$ cat src/rtl/reg_write_arbiter_pkg.sv
// Shared constants and FSM encoding for the round-robin register write arbiter.
package reg_write_arbiter_pkg;

  localparam int unsigned DEF_WIDTH = 4;
  localparam int unsigned DEF_NREG  = 4;
  localparam int unsigned DEF_NREQ  = 4;

  typedef enum logic {
    IDLE  = 1'b0,
    WRITE = 1'b1
  } state_t;

  // Index width for n entries, never narrower than one bit.
  function automatic int unsigned addr_width(input int unsigned n);
    return (n > 1) ? $clog2(n) : 1;
  endfunction

  localparam int unsigned DEF_AW = addr_width(DEF_NREG);

endpackage

$ cat src/rtl/reg_write_arbiter_bank.sv
// Bank of NREG enable-gated registers with async active-low clear and flat read bus.
module reg_bank
  import reg_write_arbiter_pkg::*;
#(
  parameter int unsigned WIDTH = DEF_WIDTH,
  parameter int unsigned NREG  = DEF_NREG
) (
  input  logic                  CLK,
  input  logic                  RST,
  input  logic [NREG-1:0]       en,
  input  logic [WIDTH-1:0]      d,
  output logic [NREG*WIDTH-1:0] regs_q
);

  logic [WIDTH-1:0] q [NREG];

  for (genvar j = 0; j < NREG; j++) begin : g_reg
    always_ff @(posedge CLK or negedge RST) begin
      if (!RST) begin
        q[j] <= '0;
      end else if (en[j]) begin
        q[j] <= d;
      end
    end

    assign regs_q[j*WIDTH +: WIDTH] = q[j];
  end

endmodule

$ cat src/rtl/reg_write_arbiter.sv
// Round-robin write arbiter: one grant per IDLE edge, one-cycle Moore WRITE
// that drives the bank enable and acknowledges the captured requester.
module reg_write_arbiter
  import reg_write_arbiter_pkg::*;
#(
  parameter int unsigned WIDTH = DEF_WIDTH,
  parameter int unsigned NREG  = DEF_NREG,
  parameter int unsigned NREQ  = DEF_NREQ,
  localparam int unsigned AW   = addr_width(NREG),
  localparam int unsigned IDW  = addr_width(NREQ)
) (
  input  logic                  CLK,
  input  logic                  RST,
  input  logic [NREQ-1:0]       req,
  input  logic [NREQ*AW-1:0]    addr,
  input  logic [NREQ*WIDTH-1:0] wdata,
  output logic [NREQ-1:0]       ack,
  output logic                  busy,
  output logic [NREG*WIDTH-1:0] regs_q
);

  state_t           state, state_nxt;
  logic [IDW-1:0]   ptr, ptr_nxt;
  logic [IDW-1:0]   hold_id, hold_id_nxt;
  logic [AW-1:0]    hold_addr, hold_addr_nxt;
  logic [WIDTH-1:0] hold_data, hold_data_nxt;

  logic             win_vld;
  logic [IDW-1:0]   win_id;
  logic [AW-1:0]    win_addr;
  logic [WIDTH-1:0] win_data;
  logic [NREG-1:0]  bank_en;

  function automatic logic [IDW-1:0] wrap_idx(input int unsigned v);
    return IDW'(v % NREQ);
  endfunction

  // First set request scanning upward from ptr, wrapping modulo NREQ.
  always_comb begin
    win_vld = 1'b0;
    win_id  = '0;
    for (int unsigned k = 0; k < NREQ; k++) begin
      if (!win_vld && req[wrap_idx(int'(ptr) + k)]) begin
        win_vld = 1'b1;
        win_id  = wrap_idx(int'(ptr) + k);
      end
    end
  end

  always_comb begin
    win_addr = '0;
    win_data = '0;
    for (int unsigned i = 0; i < NREQ; i++) begin
      if (win_id == IDW'(i)) begin
        win_addr = addr[i*AW +: AW];
        win_data = wdata[i*WIDTH +: WIDTH];
      end
    end
  end

  always_ff @(posedge CLK or negedge RST) begin
    if (!RST) begin
      state     <= IDLE;
      ptr       <= '0;
      hold_id   <= '0;
      hold_addr <= '0;
      hold_data <= '0;
    end else begin
      state     <= state_nxt;
      ptr       <= ptr_nxt;
      hold_id   <= hold_id_nxt;
      hold_addr <= hold_addr_nxt;
      hold_data <= hold_data_nxt;
    end
  end

  always_comb begin
    state_nxt     = state;
    ptr_nxt       = ptr;
    hold_id_nxt   = hold_id;
    hold_addr_nxt = hold_addr;
    hold_data_nxt = hold_data;
    unique case (state)
      IDLE: begin
        if (win_vld) begin
          hold_id_nxt   = win_id;
          hold_addr_nxt = win_addr;
          hold_data_nxt = win_data;
          ptr_nxt       = (win_id == IDW'(NREQ - 1)) ? '0 : win_id + IDW'(1);
          state_nxt     = WRITE;
        end
      end
      WRITE: state_nxt = IDLE;
      default: state_nxt = IDLE;
    endcase
  end

  // Outputs decode registered state only; an out-of-range address enables nothing.
  always_comb begin
    busy    = (state == WRITE);
    ack     = '0;
    bank_en = '0;
    for (int unsigned i = 0; i < NREQ; i++) begin
      ack[i] = busy && (hold_id == IDW'(i));
    end
    for (int unsigned j = 0; j < NREG; j++) begin
      bank_en[j] = busy && (hold_addr == AW'(j));
    end
  end

  reg_bank #(
    .WIDTH (WIDTH),
    .NREG  (NREG)
  ) u_bank (
    .CLK    (CLK),
    .RST    (RST),
    .en     (bank_en),
    .d      (hold_data),
    .regs_q (regs_q)
  );

endmodule

$ cat config.mk
export PLATFORM = sky130hd
export DESIGN_NAME = reg_write_arbiter
export DESIGN_NICKNAME = d
export VERILOG_FILES = /design/src/rtl/reg_write_arbiter_pkg.sv /design/src/rtl/reg_write_arbiter_bank.sv /design/src/rtl/reg_write_arbiter.sv
export SDC_FILE = /design/constraint.sdc
export NUM_CORES = 1
export LEC_CHECK = 0
export ABC_AREA = 1
export CORE_ASPECT_RATIO = 0.6
export CORE_MARGIN = 4
export CORE_UTILIZATION = 46
export DETAILED_ROUTE_END_ITERATION = 16
export GPL_ROUTABILITY_DRIVEN = 0
export HOLD_SLACK_MARGIN = 0.06
export PLACE_DENSITY = 0.79
export SLEW_MARGIN = 20
export SYNTH_ARGS = -nofsm -noshare
export SYNTH_HDL_FRONTEND = slang
export SYNTH_SLANG_ARGS = --single-unit
$ cat constraint.sdc
create_clock -name CLK -period 2.7 [get_ports CLK]
set_input_delay 0.54 -clock CLK [delete_from_list [all_inputs] [get_ports CLK]]
set_output_delay 0.54 -clock CLK [all_outputs]
set_load 0.03 [all_outputs]
==> results.cfg, run 1 <==
[sta]
finalSetupViolCount = 0
grt_setup_unrepaired = false
layout_worst_path_cycle_share_pct = 93.22
fmax_mhz = 397.3
final_hold_viol_count = 0
final-max-slew-violation-count = 0
final.setup_skew_ns = 0.004671
setup_ws_ns = 0.1831
final_period_minus_worst_setup_slack_ns = 2.517
tightestPinTransition_ns = 0.3667
slew-limit-headroom_pct = 75.55
finalSetupTns_ns = 0

[setup_path]
launching_point_of_the_worst_reg2reg_path = ptr[0]
startpoint_type = input pin
ff2ff_path_depth = 19
rrSetupSlack_ns = 0.30
cp_max_fo = 6
critical_path_required_ns = 2.91
critPathCaptureType = register
critPathKind = in -> reg
critical_path.reg2reg.endpoint = hold_data[0]
worst_ep_arrival_time_ns = 2.72

[power_and_ir_drop]
p_total_mw = 3.674
leakage_nw = 1.111
power_per_cell_area_nw_per_um2 = 1587
vdd_ir_drop_max_mv = 0.8370

[yosys]
ys_seq_elements = 27
synth_area_per_cell_sq_um = 7.815
seq_area_frac_synth_pct = 42.59
postSynth.asyncResetShare_pct = 100.0
synth.most_common_cell = sky130_fd_sc_hd__nand2_1
synth_common_cells = sky130_fd_sc_hd__nand2_1 (65), sky130_fd_sc_hd__o21ai_0 (30), sky130_fd_sc_hd__dfrtp_1 (27), sky130_fd_sc_hd__inv_1 (21), sky130_fd_sc_hd__nand3_1 (13)
post_synth_num_cell_types = 22
netlist.area_leader.share_pct = 42.59
post_synth_inst_count = 203
synthesis.yosys.warnings = 0
ys_dominant_reg_cell = sky130_fd_sc_hd__dfrtp_1
synth_edf_count = 0
syn-cell-area_sq_um = 1587
cell_type_with_the_highest_aggregate_area_in_the_netlist = sky130_fd_sc_hd__dfrtp_1
ys_top_cells_by_area = sky130_fd_sc_hd__dfrtp_1 (43%), sky130_fd_sc_hd__nand2_1 (15%), sky130_fd_sc_hd__o21ai_0 (9.5%)
syn-num-nets = 237

[finish]
areaGrowthSynthToFinish_pct = 45.90
nFillCells = 272
final_nets = 304
n_antenna_cell = 0
post_route_cells_drive_above_1_share_pct = 20.07

[worst_hold_path]
hold_start = u_bank.regs_q[5]
hold_path_class = reg -> reg
capture_endpoint_of_the_worst_hold_path = u_bank.regs_q[5]
holdPathStages = 2

[die]
floorplan.die.height_microns = 53.49
die_width_microns = 83.82
rows = 16
design.die.area_sq_um = 4483
start_util_pct = 48.32
io_pins = 51
fp.coreArea_sq_um = 3283

[routing]
via_count = 1549
routed_wirelength_mm = 3.916
detailedRoute.firstIterationViolations = 93
post_drt_wl_per_cell_microns = 12.47
detail-route-antenna-nets = 0
drc = 0
drt-vias-per-instance = 4.933
drtPass1Iterations = 4

[global_routing]
first_global_vias = 1472
gr-total-overflow = 0
number_of_antenna_violations_at_the_first_check_in_global_routing = 0
grt_max_degree = 28
grt_usage_pct = 18.88
global_route_wire_length_before_repair_mm = 6.693

[clock_network]
clkLatencyLatePin_ns = 0.27
cts_hold_buffers = 0
clk_path_buf_depth = 2
cts_buffers = 3
tritoncts = yes
cts.htree.levels = 1
cts.reportedPaths.clkPinSlew_ns = 0.09
clk_sinks = 27
ctsRootBufferMaster = sky130_fd_sc_hd__clkbuf_8

[place]
placement.io_buffers = 50
post-dp-hpwl_mm = 3.163
post-place-ws_ns = -0.2278

[flow_run]
maxCapViolCount = 0

[outcome]
outcome = complete, no violations
[critical path, stage by stage]
cell and delay, ns:
sky130_fd_sc_hd__clkdlybuf4s50_1 0.41, sky130_fd_sc_hd__nand2_1 0.09, sky130_fd_sc_hd__nand2_2 0.10, sky130_fd_sc_hd__nand2_4 0.11
sky130_fd_sc_hd__nand2_4 0.06, sky130_fd_sc_hd__nor2_4 0.16, sky130_fd_sc_hd__nand3_4 0.10, sky130_fd_sc_hd__nand3_4 0.11
sky130_fd_sc_hd__buf_4 0.11, sky130_fd_sc_hd__ha_1 0.14, sky130_fd_sc_hd__inv_1 0.04, sky130_fd_sc_hd__nor2_1 0.11
sky130_fd_sc_hd__buf_4 0.14, sky130_fd_sc_hd__nand2_1 0.06, sky130_fd_sc_hd__nand2_1 0.05, sky130_fd_sc_hd__o21ai_0 0.09
sky130_fd_sc_hd__o21ai_1 0.15, sky130_fd_sc_hd__nand2_1 0.08, sky130_fd_sc_hd__o21ai_2 0.06
[area by class of cell]
cell class	instances	area [sq um]	share of cell area (%)
clock buffers	4	45.04	1.946
flip-flops and latches	27	675.6	29.19
repair buffers	65	618.1	26.70
well taps	45	56.30	2.432
multi-input cells	150	830.8	35.89
inverters	23	88.84	3.838
[kinds of logic after synthesis]
kind of cell / count (synthesis) / share of synthesized area, %
fa+ha+maj: 4 / 3.155
buf+inv: 26 / 7.808
flops: 27 / 42.59
simple gates: 101 / 30.60
compound gates: 45 / 15.85
[through the flow]
stage	instances	cell area (sq um)	utilization (%)	hold WS, ns
2_1_floorplan	203	1587	-	0.2444
3_3_place_gp	309	2213	67.42	0.4672
3_5_place_dp	309	2213	67.42	0.4720
4_1_cts	313	2258	68.79	0.4933
5_1_grt	314	2315	70.50	0.5066
6_report	314	2315	70.50	0.4895
[worst max path at each step]
stage,to,from,depth (start not counted)
floorplan,hold_data[0],req[0],16
global placement,hold_data[1],req[2],19
detailed placement,hold_data[1],req[1],18
CTS,hold_data[0],req[1],18
global route,hold_data[0],req[2],18
finish,hold_data[0],req[2],19
[layout by cell type, fill, tap and decap left out, types with 3 or more instances in the layout]
cell and instances:
sky130_fd_sc_hd__nor3_1 4, sky130_fd_sc_hd__buf_4 15, sky130_fd_sc_hd__nand3_1 8, sky130_fd_sc_hd__ha_1 3, sky130_fd_sc_hd__clkbuf_8 3, sky130_fd_sc_hd__nand2_4 4
sky130_fd_sc_hd__inv_1 20, sky130_fd_sc_hd__dfrtp_1 27, sky130_fd_sc_hd__nand3_2 5, sky130_fd_sc_hd__clkdlybuf4s50_1 48, sky130_fd_sc_hd__o21ai_1 7, sky130_fd_sc_hd__o21ai_0 24
sky130_fd_sc_hd__nand2_1 63, sky130_fd_sc_hd__nand2_2 12, sky130_fd_sc_hd__o21ai_2 8, sky130_fd_sc_hd__a21oi_1 6
[state kept, by name, indices dropped and copies added (netlist names)]
signal	cells
ptr	2
hold_data	4
hold_addr	2
u_bank.regs_q	16
busy	1
hold_id	2
[routing by layer]
layer	vias to the layer above	share of wire (%)	track usage, %
met3	0	7.1	5.754
met1	703	51	27.12
met4	0	0	4.545
li1	794	-	-
met5	-	0	0
met2	52	42	27.57
[power by group]
group	total (mW)	internal, mW	switching (mW)
Combinational	2.72	1.12	1.60
Sequential	0.727	0.607	0.120
Clock	0.228	0.106	0.122
[timing repair]
| item | CTS | global route |
|---|---|---|
| gates resized for setup | 0 | 19 |
| buffers inserted | 0 | 1 |
| endpoints found under the setup margin | 0 | 6 |
No activity file was read; power rests on OpenSTA's default activity.
==> run 2, diff against run 1 <==
--- a/config.mk
+++ b/config.mk
@@ -8,12 +8,12 @@
 export ABC_AREA = 1
 export CORE_ASPECT_RATIO = 0.6
 export CORE_MARGIN = 4
-export CORE_UTILIZATION = 46
+export CORE_UTILIZATION = 31
 export DETAILED_ROUTE_END_ITERATION = 16
 export GPL_ROUTABILITY_DRIVEN = 0
 export HOLD_SLACK_MARGIN = 0.06
-export PLACE_DENSITY = 0.79
-export SLEW_MARGIN = 20
+export PLACE_DENSITY = 0.56
 export SYNTH_ARGS = -nofsm -noshare
 export SYNTH_HDL_FRONTEND = slang
 export SYNTH_SLANG_ARGS = --single-unit
+export TNS_END_PERCENT = 30
==> results.cfg, run 2 (synthesis results as in run 1) <==
[sta]
finalSetupViolCount = 0
layout_worst_path_cycle_share_pct = 93.29
setup_ws_ns = 0.1811
finalSetupTns_ns = 0
slew-limit-headroom_pct = 75.70
final-max-slew-violation-count = 0
fin_hold_ws_ns = 0.4943
final_hold_viol_count = 0
tightestPinTransition_ns = 0.3645
final.setup_skew_ns = 0.004485
fmax_mhz = 397.0
final_period_minus_worst_setup_slack_ns = 2.519

[setup_path]
critical_path.reg2reg.endpoint = hold_data[2]
ff2ff_path_depth = 18
worst_ep_arrival_time_ns = 2.72
critPathCaptureType = register
critical_path_required_ns = 2.90
critPathKind = in -> reg
cp_max_fo = 6
launching_point_of_the_worst_reg2reg_path = ptr[1]
startpoint_type = input pin
rrSetupSlack_ns = 0.31

[clock_network]
cts.htree.levels = 1
ctsRootBufferMaster = sky130_fd_sc_hd__clkbuf_8
tritoncts = yes
clkLatencyLatePin_ns = 0.27
clk_path_buf_depth = 2
cts_hold_buffers = 0
clk_sinks = 27
cts_buffers = 3
cts.reportedPaths.clkPinSlew_ns = 0.09

[finish]
nFillCells = 470
register_area_sq_um = 675.6
layout.cell_area.non_filler_sq_um = 2303
final_nets = 301
n_antenna_cell = 0
post_route_cells_drive_above_1_share_pct = 18.80
multi_input_comb_area_sq_um = 820.8
layout_commonest_cell = sky130_fd_sc_hd__nand2_1
areaGrowthSynthToFinish_pct = 45.19
most-common-layout-cells = sky130_fd_sc_hd__nand2_1 (63), sky130_fd_sc_hd__clkdlybuf4s50_1 (49), sky130_fd_sc_hd__o21ai_0 (28)
largest_register_ff_count = 16

[routing]
drc = 0
drt-vias-per-instance = 4.605
detail-route-antenna-nets = 0
routed_wirelength_mm = 4.112
detailedRoute.firstIterationViolations = 95
via_count = 1515
drtPass1Iterations = 4
post_drt_wl_per_cell_microns = 12.50

[die]
die_width_microns = 100.4
io_pins = 51
design.die.area_sq_um = 6364
start_util_pct = 33.37
fp.coreArea_sq_um = 4755
rows = 19
floorplan.die.height_microns = 63.42

[worst_hold_path]
hold_path_class = reg -> reg
hold_start = u_bank.regs_q[14]
holdPathStages = 2
capture_endpoint_of_the_worst_hold_path = u_bank.regs_q[14]

[global_routing]
first_global_vias = 1416
global_route_wire_length_before_repair_mm = 6.789
gr-total-overflow = 0
grt_usage_pct = 13.24
number_of_antenna_violations_at_the_first_check_in_global_routing = 0
grt_max_degree = 28

[flow_run]
maxCapViolCount = 0

[place]
post-dp-hpwl_mm = 3.160
placement.io_buffers = 50
post-place-ws_ns = -0.1966
placedInstanceArea_sq_um = 2221

[power_and_ir_drop]
leakage_nw = 1.095
vdd_ir_drop_max_mv = 0.5159
power_per_cell_area_nw_per_um2 = 1548

[outcome]
outcome = complete, no violations
-- run 2: worst max path at each step --
stage	endpoint	from	slack [ns]	cells past startpoint
detailed placement	hold_addr[0]	req[1]	-0.20	18
CTS	hold_addr[0]	req[1]	0.07	18
floorplan	hold_data[0]	req[0]	0.38	16
global placement	hold_addr[0]	req[1]	-0.22	19
global route	hold_addr[0]	req[0]	-0.03	18
finish	hold_data[2]	req[0]	0.18	19
-- run 2: timing repair --
item,4_1_cts,5_1_grt
endpoints found under the hold margin,0,0
endpoints found under the setup margin,0,6
gates resized for setup,0,11
setup buffers,0,0
-- run 2: per-layer routing --
metal	up-vias	global-route usage [%]	share of wire (%)
li1	785	-	-
met4	0	2.017	0.68
met2	74	17.90	36
met3	2	5.182	11
met5	-	0	0
met1	654	19.96	52
-- run 2: area by class of cell --
| type | instances | share of cell area, % |
|---|---|---|
| Timing Repair Buffer | 62 | 25.75 |
| Sequential cell | 27 | 29.33 |
| Clock inverter | 1 | 0.2173 |
| Inverter | 23 | 3.857 |
| Clock buffer | 3 | 1.793 |
| Multi-Input combinational cell | 150 | 35.63 |
| Tap cell | 63 | 3.422 |
-- run 2: power by group --
part	internal, mW	switching (mW)	total (mW)	leakage [nW]
clock	0.103	0.124	0.227	0.0255
combinational	1.04	1.57	2.61	0.725
sequential	0.607	0.122	0.729	0.344
total	1.75	1.81	3.56	1.09
-- run 2: through the flow --
stage | cells | util [%] | total power [mW]
6_report | 329 | 48.45 | 3.565
5_1_grt | 329 | 48.45 | 3.932
4_1_cts | 329 | 47.68 | 3.520
3_5_place_dp | 325 | 46.71 | 3.277
3_3_place_gp | 325 | 46.71 | 3.284
2_1_floorplan | 203 | - | 2.468
-- run 2: worst max-delay path, stage by stage --
cell	delay (ns)
sky130_fd_sc_hd__clkdlybuf4s50_1	0.47
sky130_fd_sc_hd__inv_1	0.05
sky130_fd_sc_hd__nand2_1	0.10
sky130_fd_sc_hd__nand3_1	0.09
sky130_fd_sc_hd__nand2_2	0.09
sky130_fd_sc_hd__nand3_1	0.09
sky130_fd_sc_hd__nand2_1	0.07
sky130_fd_sc_hd__nand2_1	0.07
sky130_fd_sc_hd__nand3_2	0.10
sky130_fd_sc_hd__inv_1	0.06
sky130_fd_sc_hd__ha_1	0.21
sky130_fd_sc_hd__nor2_1	0.11
sky130_fd_sc_hd__buf_4	0.14
sky130_fd_sc_hd__nand2_1	0.05
sky130_fd_sc_hd__nand2_1	0.05
sky130_fd_sc_hd__o21ai_0	0.07
sky130_fd_sc_hd__o21ai_0	0.19
sky130_fd_sc_hd__nand2_1	0.10
sky130_fd_sc_hd__o21ai_2	0.06
==> run 3, diff against run 2 <==
--- a/config.mk
+++ b/config.mk
@@ -9,6 +9,7 @@
 export CORE_ASPECT_RATIO = 0.6
 export CORE_MARGIN = 4
 export CORE_UTILIZATION = 31
+export CTS_CLUSTER_DIAMETER = 60
 export DETAILED_ROUTE_END_ITERATION = 16
 export GPL_ROUTABILITY_DRIVEN = 0
 export HOLD_SLACK_MARGIN = 0.06
==> results of run 3 <==
No change in the layout: final DEF, timing and power equal those of run 2.
